--- config.mk ---
export PLATFORM = sky130hd
export DESIGN_NAME = request_recorder_alloc_ctrl
export DESIGN_NICKNAME = d
export VERILOG_FILES = /design/src/rtl/request_recorder_alloc_ctrl.sv
export SDC_FILE = /design/constraint.sdc
export NUM_CORES = 1
export LEC_CHECK = 0
export CAP_MARGIN = 0
export CORE_UTILIZATION = 44
export CTS_CLUSTER_DIAMETER = 200
export CTS_CLUSTER_SIZE = 24
export DETAILED_ROUTE_END_ITERATION = 6
export HOLD_SLACK_MARGIN = 0.08
export PLACE_DENSITY = 0.81
export SYNTH_ARGS = -nofsm -noshare
export SYNTH_HDL_FRONTEND = slang
export SYNTH_SLANG_ARGS = --single-unit
--- constraint.sdc ---
create_clock -name clk -period 4.7 [get_ports clk]
set_input_delay 0.94 -clock clk [delete_from_list [all_inputs] [get_ports clk]]
set_output_delay 0.94 -clock clk [all_outputs]
set_load 0.03 [all_outputs]
--- src/rtl/request_recorder_alloc_ctrl.sv ---
// Request recorder entry allocator: round-robin sharing of the recorder write
// port between the read and write request paths, with tag allocation and retirement.
module request_recorder_alloc_ctrl #(
    parameter int unsigned DATA_WIDTH = 64,
    parameter int unsigned DEPTH      = 32,
    parameter int unsigned ADDR_WIDTH = $clog2(DEPTH)
) (
    input  logic                  clk,
    input  logic                  ARESET,
    input  logic                  rd_alloc_req,
    input  logic [DATA_WIDTH-1:0] rd_alloc_data,
    output logic                  rd_alloc_gnt,
    output logic [ADDR_WIDTH-1:0] rd_alloc_tag,
    input  logic                  wr_alloc_req,
    input  logic [DATA_WIDTH-1:0] wr_alloc_data,
    output logic                  wr_alloc_gnt,
    output logic [ADDR_WIDTH-1:0] wr_alloc_tag,
    input  logic                  free_valid,
    input  logic [ADDR_WIDTH-1:0] free_tag,
    output logic                  req_wr_en,
    output logic [ADDR_WIDTH-1:0] req_wr_addr,
    output logic [DATA_WIDTH-1:0] req_wr_data,
    output logic                  full,
    output logic                  empty,
    output logic [ADDR_WIDTH:0]   outstanding,
    output logic                  err_free_unalloc
);

    localparam int unsigned CNT_W = ADDR_WIDTH + 1;

    logic [DEPTH-1:0]      alloc_map;
    logic [DEPTH-1:0]      map_nxt;
    logic                  rr_last;
    logic [CNT_W-1:0]      cnt_nxt;
    logic [ADDR_WIDTH-1:0] cand_tag;
    logic                  cand_ok;
    logic                  rd_win;
    logic                  wr_win;
    logic                  grant;
    logic                  free_hit;

    // Lowest unallocated index, from registered state only.
    always_comb begin
        cand_tag = '0;
        cand_ok  = 1'b0;
        for (int i = int'(DEPTH) - 1; i >= 0; i--) begin
            if (!alloc_map[i]) begin
                cand_tag = ADDR_WIDTH'(i);
                cand_ok  = 1'b1;
            end
        end
    end

    assign full  = (outstanding == CNT_W'(DEPTH));
    assign empty = (outstanding == '0);

    // Round-robin: on contention the requester not granted last time wins.
    always_comb begin
        rd_win = 1'b0;
        wr_win = 1'b0;
        if (!ARESET && !full && cand_ok) begin
            if (rd_alloc_req && (!wr_alloc_req || rr_last)) begin
                rd_win = 1'b1;
            end else if (wr_alloc_req) begin
                wr_win = 1'b1;
            end
        end
    end

    assign grant        = rd_win | wr_win;
    assign rd_alloc_gnt = rd_win;
    assign wr_alloc_gnt = wr_win;
    assign rd_alloc_tag = cand_tag;
    assign wr_alloc_tag = cand_tag;
    assign free_hit     = free_valid & alloc_map[free_tag];

    // The freed bit can never be the candidate, so clear and set never collide.
    always_comb begin
        map_nxt = alloc_map;
        if (free_hit) begin
            map_nxt[free_tag] = 1'b0;
        end
        if (grant) begin
            map_nxt[cand_tag] = 1'b1;
        end
        cnt_nxt = outstanding;
        if (grant && !free_hit) begin
            cnt_nxt = outstanding + CNT_W'(1);
        end else if (!grant && free_hit) begin
            cnt_nxt = outstanding - CNT_W'(1);
        end
    end

    always_ff @(posedge clk) begin
        if (ARESET) begin
            alloc_map        <= '0;
            rr_last          <= 1'b1;
            outstanding      <= '0;
            req_wr_en        <= 1'b0;
            req_wr_addr      <= '0;
            req_wr_data      <= '0;
            err_free_unalloc <= 1'b0;
        end else begin
            alloc_map        <= map_nxt;
            outstanding      <= cnt_nxt;
            req_wr_en        <= grant;
            err_free_unalloc <= free_valid & ~alloc_map[free_tag];
            if (grant) begin
                rr_last     <= wr_win;
                req_wr_addr <= cand_tag;
                req_wr_data <= rd_win ? rd_alloc_data : wr_alloc_data;
            end
        end
    end

endmodule

* Word-level counts from Yosys, hierarchy flattened *
Cells that the tools add are included.

cells by class
  add/sub/neg operators = 2
  order comparisons = 4
  muxes and demuxes = 80
  reduce and logical (&&, ||, !) cells = 15
  bitwise operators = 7
  eq/ne operators = 1

operators with widths
  operator             count
  $mux 5               32
  $mux 32              2
  $mux 64              1
  $mux 1               40
  $and 32x32->32       1
  $not 32->32          1
  $or 32x32->32        1
  $lt 5x6->1 const B   2
  $mux 6               2
  $demux 1 s5          2
  $ge 5x1->1 const B   2
  $logic_and 1x1->1    7
  $add 6x1->6 const B  1
  $eq 6x6->1 const B   1
  $logic_not 6->1      1
  $sub 6x1->6 const B  1
  $bmux 1 s5           1
  $logic_not 1->1      5
  $and 1x1->1          2
  $reduce_bool 2->1    1
  $logic_or 1x1->1     1
  $not 1->1            1
  $or 1x1->1           1

storage, ports and cells
  bits in registers = 110

* Longest topological paths before layout *
Gate-level depths: netlist of the first run.

  word-level depth = 39
  depth in mapped cells = 17
  mapped depth without buffers = 15

* Worst setup path after synthesis of the first run *
No wires, ideal clock.

  path type = input to register
  start = in ARESET
  end = reg outstanding[5]
  required time = 4571 ps
  buffers on the path = 4
  path slack = 941 ps
  stages on the path = 17
  arrival = 3630 ps
  cells stage by stage = clkbuf_1 -> inv_2 -> o221a_2 -> or2b_1 -> buf_6 -> inv_4 -> buf_6 -> buf_2 -> ha_1 -> inv_1 -> ha_1 -> a21o_1 -> a21oi_1 -> o21a_1 -> o211ai_1 -> xnor2_1 -> nor2_1

on the way
  word-level cells in the longest chain between the ends = 8
  elaborated cells between the ends (all ways) = 11
  those cells by class = 3 x mux; 1 x bitwise; 7 x reduce/logical

ends and longest elaborated chain
  what                                 RTL line  RTL
  start, declared                      9         input logic ARESET,
  $logic_not 1->1 (*)                  61        if (!ARESET && !full && cand_ok) begin
  $logic_and 1x1->1 (*) (2 in series)  61
  $mux 1                               61
  $or 1x1->1 (*)                       70        assign grant = rd_win | wr_win;
  net grant                            39        logic grant;
  $logic_not 1->1                      89        end else if (!grant && free_hit) begin
  $logic_and 1x1->1                    89
  $reduce_bool 2->1 (no source line)   -
  end signal, assigned                 105       outstanding <= cnt_nxt;
  end, declared                        25        output logic [ADDR_WIDTH:0] outstanding,

Mark *: on every way through the listed nets, which the timed path passes. The rest lies on a longest branch.
A chain may end at the register's enable or synchronous reset.

* Worst setup path after layout of the first run *
  start = in free_tag[3]
  end = reg outstanding[5]

on the way
  word-level cells in the longest chain between the ends = 6
  elaborated cells between the ends (all ways) = 8
  those cells by class = 3 x mux; 1 x bitwise; 4 x reduce/logical

ends and longest elaborated chain
  what                                         RTL line  RTL
  start, declared                              19        input logic [ADDR_WIDTH-1:0] free_tag,
  $bmux 1 s5 (*)                               75        assign free_hit = free_valid & alloc_map[free_tag];
  $mux 1 (not written as such) (*)             75
  $and 1x1->1 (*)                              75
  $logic_not 1->1                              87        if (grant && !free_hit) begin
  $logic_and 1x1->1                            87
  $mux 6 or $reduce_bool 2->1 (tied branches)  -

Every way passes the cells marked *; elsewhere a longest branch is shown, timed or not. The select of a mux whose other input is x is not followed.

==> flow_summary.json, run 1 <==
{
  "cts_resized": 0,
  "insertion_delay_ns": 0.36,
  "antenna_left": 0,
  "final_common_cell": "clkdlybuf4s50_1",
  "finalWorstSetupSlack_ns": 0.414,
  "dieArea_mm2": 0.0133,
  "syn_area_mm2": 0.00566,
  "ctsHoldBuffers": 0,
  "area_growth_pct": 46.3,
  "critPathMaxStageDelay_ns": 0.70,
  "tns_ns": 0,
  "synthTopCellsByArea": "dfxtp_1, mux2i_1, o21ai_0, a21oi_1, mux4_2",
  "p_per_area_mw_per_mm2": 374,
  "post_cts_buffers": 0,
  "core_mm2": 0.0126,
  "cp.required_ns": 4.94,
  "synth_cells": 639,
  "nets": 987,
  "path_delay_family": "compound AO/OA/AOI/OAI gates",
  "wl_per_cell_um": 19.6,
  "crit_buf_inv": 2,
  "rsz0062_at_grt": "no",
  "synth_edf_count": 0,
  "cts_tree": "built",
  "diodes": 0,
  "drc": 0,
  "via_count": 5944,
  "grt-ovfl-total": 0,
  "cts_buffers": 9,
  "top_level_ports": 229,
  "port_buffers": 228,
  "setup.worst_path.class": "in2reg",
  "cts.path.max_buffers": 2,
  "synth_seq_cells": 110,
  "synthArstFlopShare_pct": 0,
  "skew_ns": 0.00932,
  "htreeDepth": 3,
  "syn_nets": 783,
  "antenna_found_initial": 0,
  "cp_cell_sequence": "clkdlybuf4s50_1, mux4_2, a21boi_0, a21oi_1, nand2_1, ha_1, inv_1, ha_1, a21o_1, a21oi_1, o21a_1, o211ai_1, xnor2_1, nor2_1",
  "ys.warnings.count": 0,
  "initial_core_util_pct": 45.0,
  "crit_path_max_fanout": 7,
  "routed_wl_mm": 20.0,
  "peakVddDrop_v": 0.000323,
  "fmaxAchievable_ghz": 0.233,
  "hp-class": "reg2reg",
  "grt_pass1_wl_mm": 29.6,
  "clock_sinks": 110,
  "fin_crit_ns": 4.29,
  "maxCapViolCount": 0,
  "drive_above_1_share_pct": 6.14,
  "clkTransAtPathRegs_ns": 0.07,
  "vias_per_cell": 5.83,
  "run_status": "complete, no violations",
  "worst_pin_slew_ns": 1.10,
  "slew_headroom_pct": 26.6,
  "cp.arrival_ns": 4.53,
  "final_area_mm2": 0.00828,
  "cts_root_buf": "clkbuf_16",
  "post-route-period-util_pct": 91.2,
  "track_usage_pct": 29.2,
  "hpwl_mm": 14.9,
  "gp_congestion": 0.939,
  "drt-pass1-iter-count": 6,
  "finalHoldViolCount": 0,
  "start_kind": "input pin",
  "finalMaxSlewViolations": 0,
  "final-setup-viol-count": 0,
  "row_count": 41,
  "grt_pass1_vias": 5492,
  "yosys.area.top_type": "dfxtp_1",
  "final_cell_mix": "clkdlybuf4s50_1, dfxtp_1, o21ai_0",
  "ys_seq_area_share_pct": 38.9,
  "grt_start_max_net_pins": 133,
  "placed_area_mm2": 0.00797,
  "slowest_stage": "clkdlybuf4s50_1",
  "synth_top_area_share_pct": 38.9,
  "p_leak_nw": 2.92,
  "avgSynthCellArea_um2": 8.85,
  "ys_types": 64,
  "synthFlopType": "dfxtp_1",
  "dieHeight_um": 115,
  "rrSetupSlack_ns": 1.07,
  "fp.dieW_um": 115,
  "cp-end-kind": "flop",
  "drt-initial-drc-count": 497,
  "dp_slack_ns": 0.0599
}
## final timing paths
check	endpoint	cells after the start	startpoint
worst max-delay path	outstanding[5]$_SDFFE_PP0P_	14	free_tag[3]
worst min-delay path	req_wr_addr[4]$_SDFFE_PP0N_	2	req_wr_addr[4]$_SDFFE_PP0N_
worst max register to register	outstanding[5]$_SDFFE_PP0P_	14	alloc_map[3]$_SDFF_PP0_
worst min register to register	req_wr_addr[4]$_SDFFE_PP0N_	2	req_wr_addr[4]$_SDFFE_PP0N_
## worst register-to-register path, delay by kind of cell (launching register included)
kind	cells	cell delay (ns)
buffers and inverters	2	0.22
AOI/OAI and AO/OA	4	0.75
adders and majority gates	2	0.52
xor gates and xnor gates	1	0.16
DFF	1	0.51
and+or+nand+nor	5	1.35
## per-stage QoR
| step | cells | total power, W | hold WS (ns) | util (%) |
|---|---|---|---|---|
| finish | 1019 | 0.00309 | 0.462 | 65.9 |
| global route | 1019 | 0.00323 | 0.479 | 65.9 |
| CTS | 1019 | 0.00310 | 0.464 | 65.9 |
| detailed placement | 1004 | 0.00231 | 0.454 | 63.4 |
| global placement | 1004 | 0.00228 | 0.446 | 63.4 |
| floorplan | 639 | 0.00184 | 0.478 | - |
## cell families after synthesis
group	share of synthesized area, %
AOI/OAI and AO/OA	25.4
xor gates and xnor gates	0.619
adders and majority gates	1.46
buffers and inverters	6.57
DFF	38.9
muxes	14.9
and+or+nand+nor	12.1
## cell type report
class	instances	area, um2
Inverter	23	88.8
Clock buffer	11	253
Tap cell	172	215
Multi-Input combinational cell	460	3090
Clock inverter	4	55.1
Timing Repair Buffer	239	2370
Sequential cell	110	2200
Fill cell	1048	4290
## state kept, by name, summed over array words and instances, names as in the netlist
signal	cells
rr_last	1
req_wr_addr	5
outstanding	6
err_free_unalloc	1
alloc_map	32
req_wr_en	1
req_wr_data	64
## layer usage
| metal | vias to the layer above | GRT usage, % | share of wire [%] |
|---|---|---|---|
| met5 | - | 0 | 0 |
| met4 | 0 | 13.6 | 2.9 |
| met3 | 40 | 5.85 | 8.3 |
| met2 | 286 | 48.0 | 49 |
| met1 | 2832 | 36.8 | 40 |
| li1 | 2786 | - | - |
## cell usage after synthesis (4+ instances only)
master	count
a21oi_1	79
a31oi_1	7
and3_1	5
buf_2	7
buf_4	7
buf_6	10
clkbuf_1	22
dfxtp_1	110
ha_1	5
inv_1	20
mux2i_1	65
mux4_2	8
nand2_1	44
nand3_1	8
nand4_1	11
nor2_1	25
nor2b_1	9
nor3_1	9
o211ai_1	4
o21ai_0	101
o311ai_0	14
o31ai_1	6
o32ai_1	5
## where the power goes
group	internal, W	leakage, nW	switching, W
clock network	0.000442	0.148	0.000351
logic	0.000509	1.87	0.000663
registers	0.00105	0.904	0.0000785
Note: power is estimated with default switching activity, not from simulation.
==> inputs of run 2 (changes only) <==
--- a/config.mk
+++ b/config.mk
@@ -5,6 +5,7 @@
 export SDC_FILE = /design/constraint.sdc
 export NUM_CORES = 1
 export LEC_CHECK = 0
+export ABC_CLOCK_PERIOD_IN_PS = 4700
 export CAP_MARGIN = 0
 export CORE_UTILIZATION = 44
 export CTS_CLUSTER_DIAMETER = 200
==> results of run 2 <==
The final DEF is identical to that of run 1; final timing and power are the same.
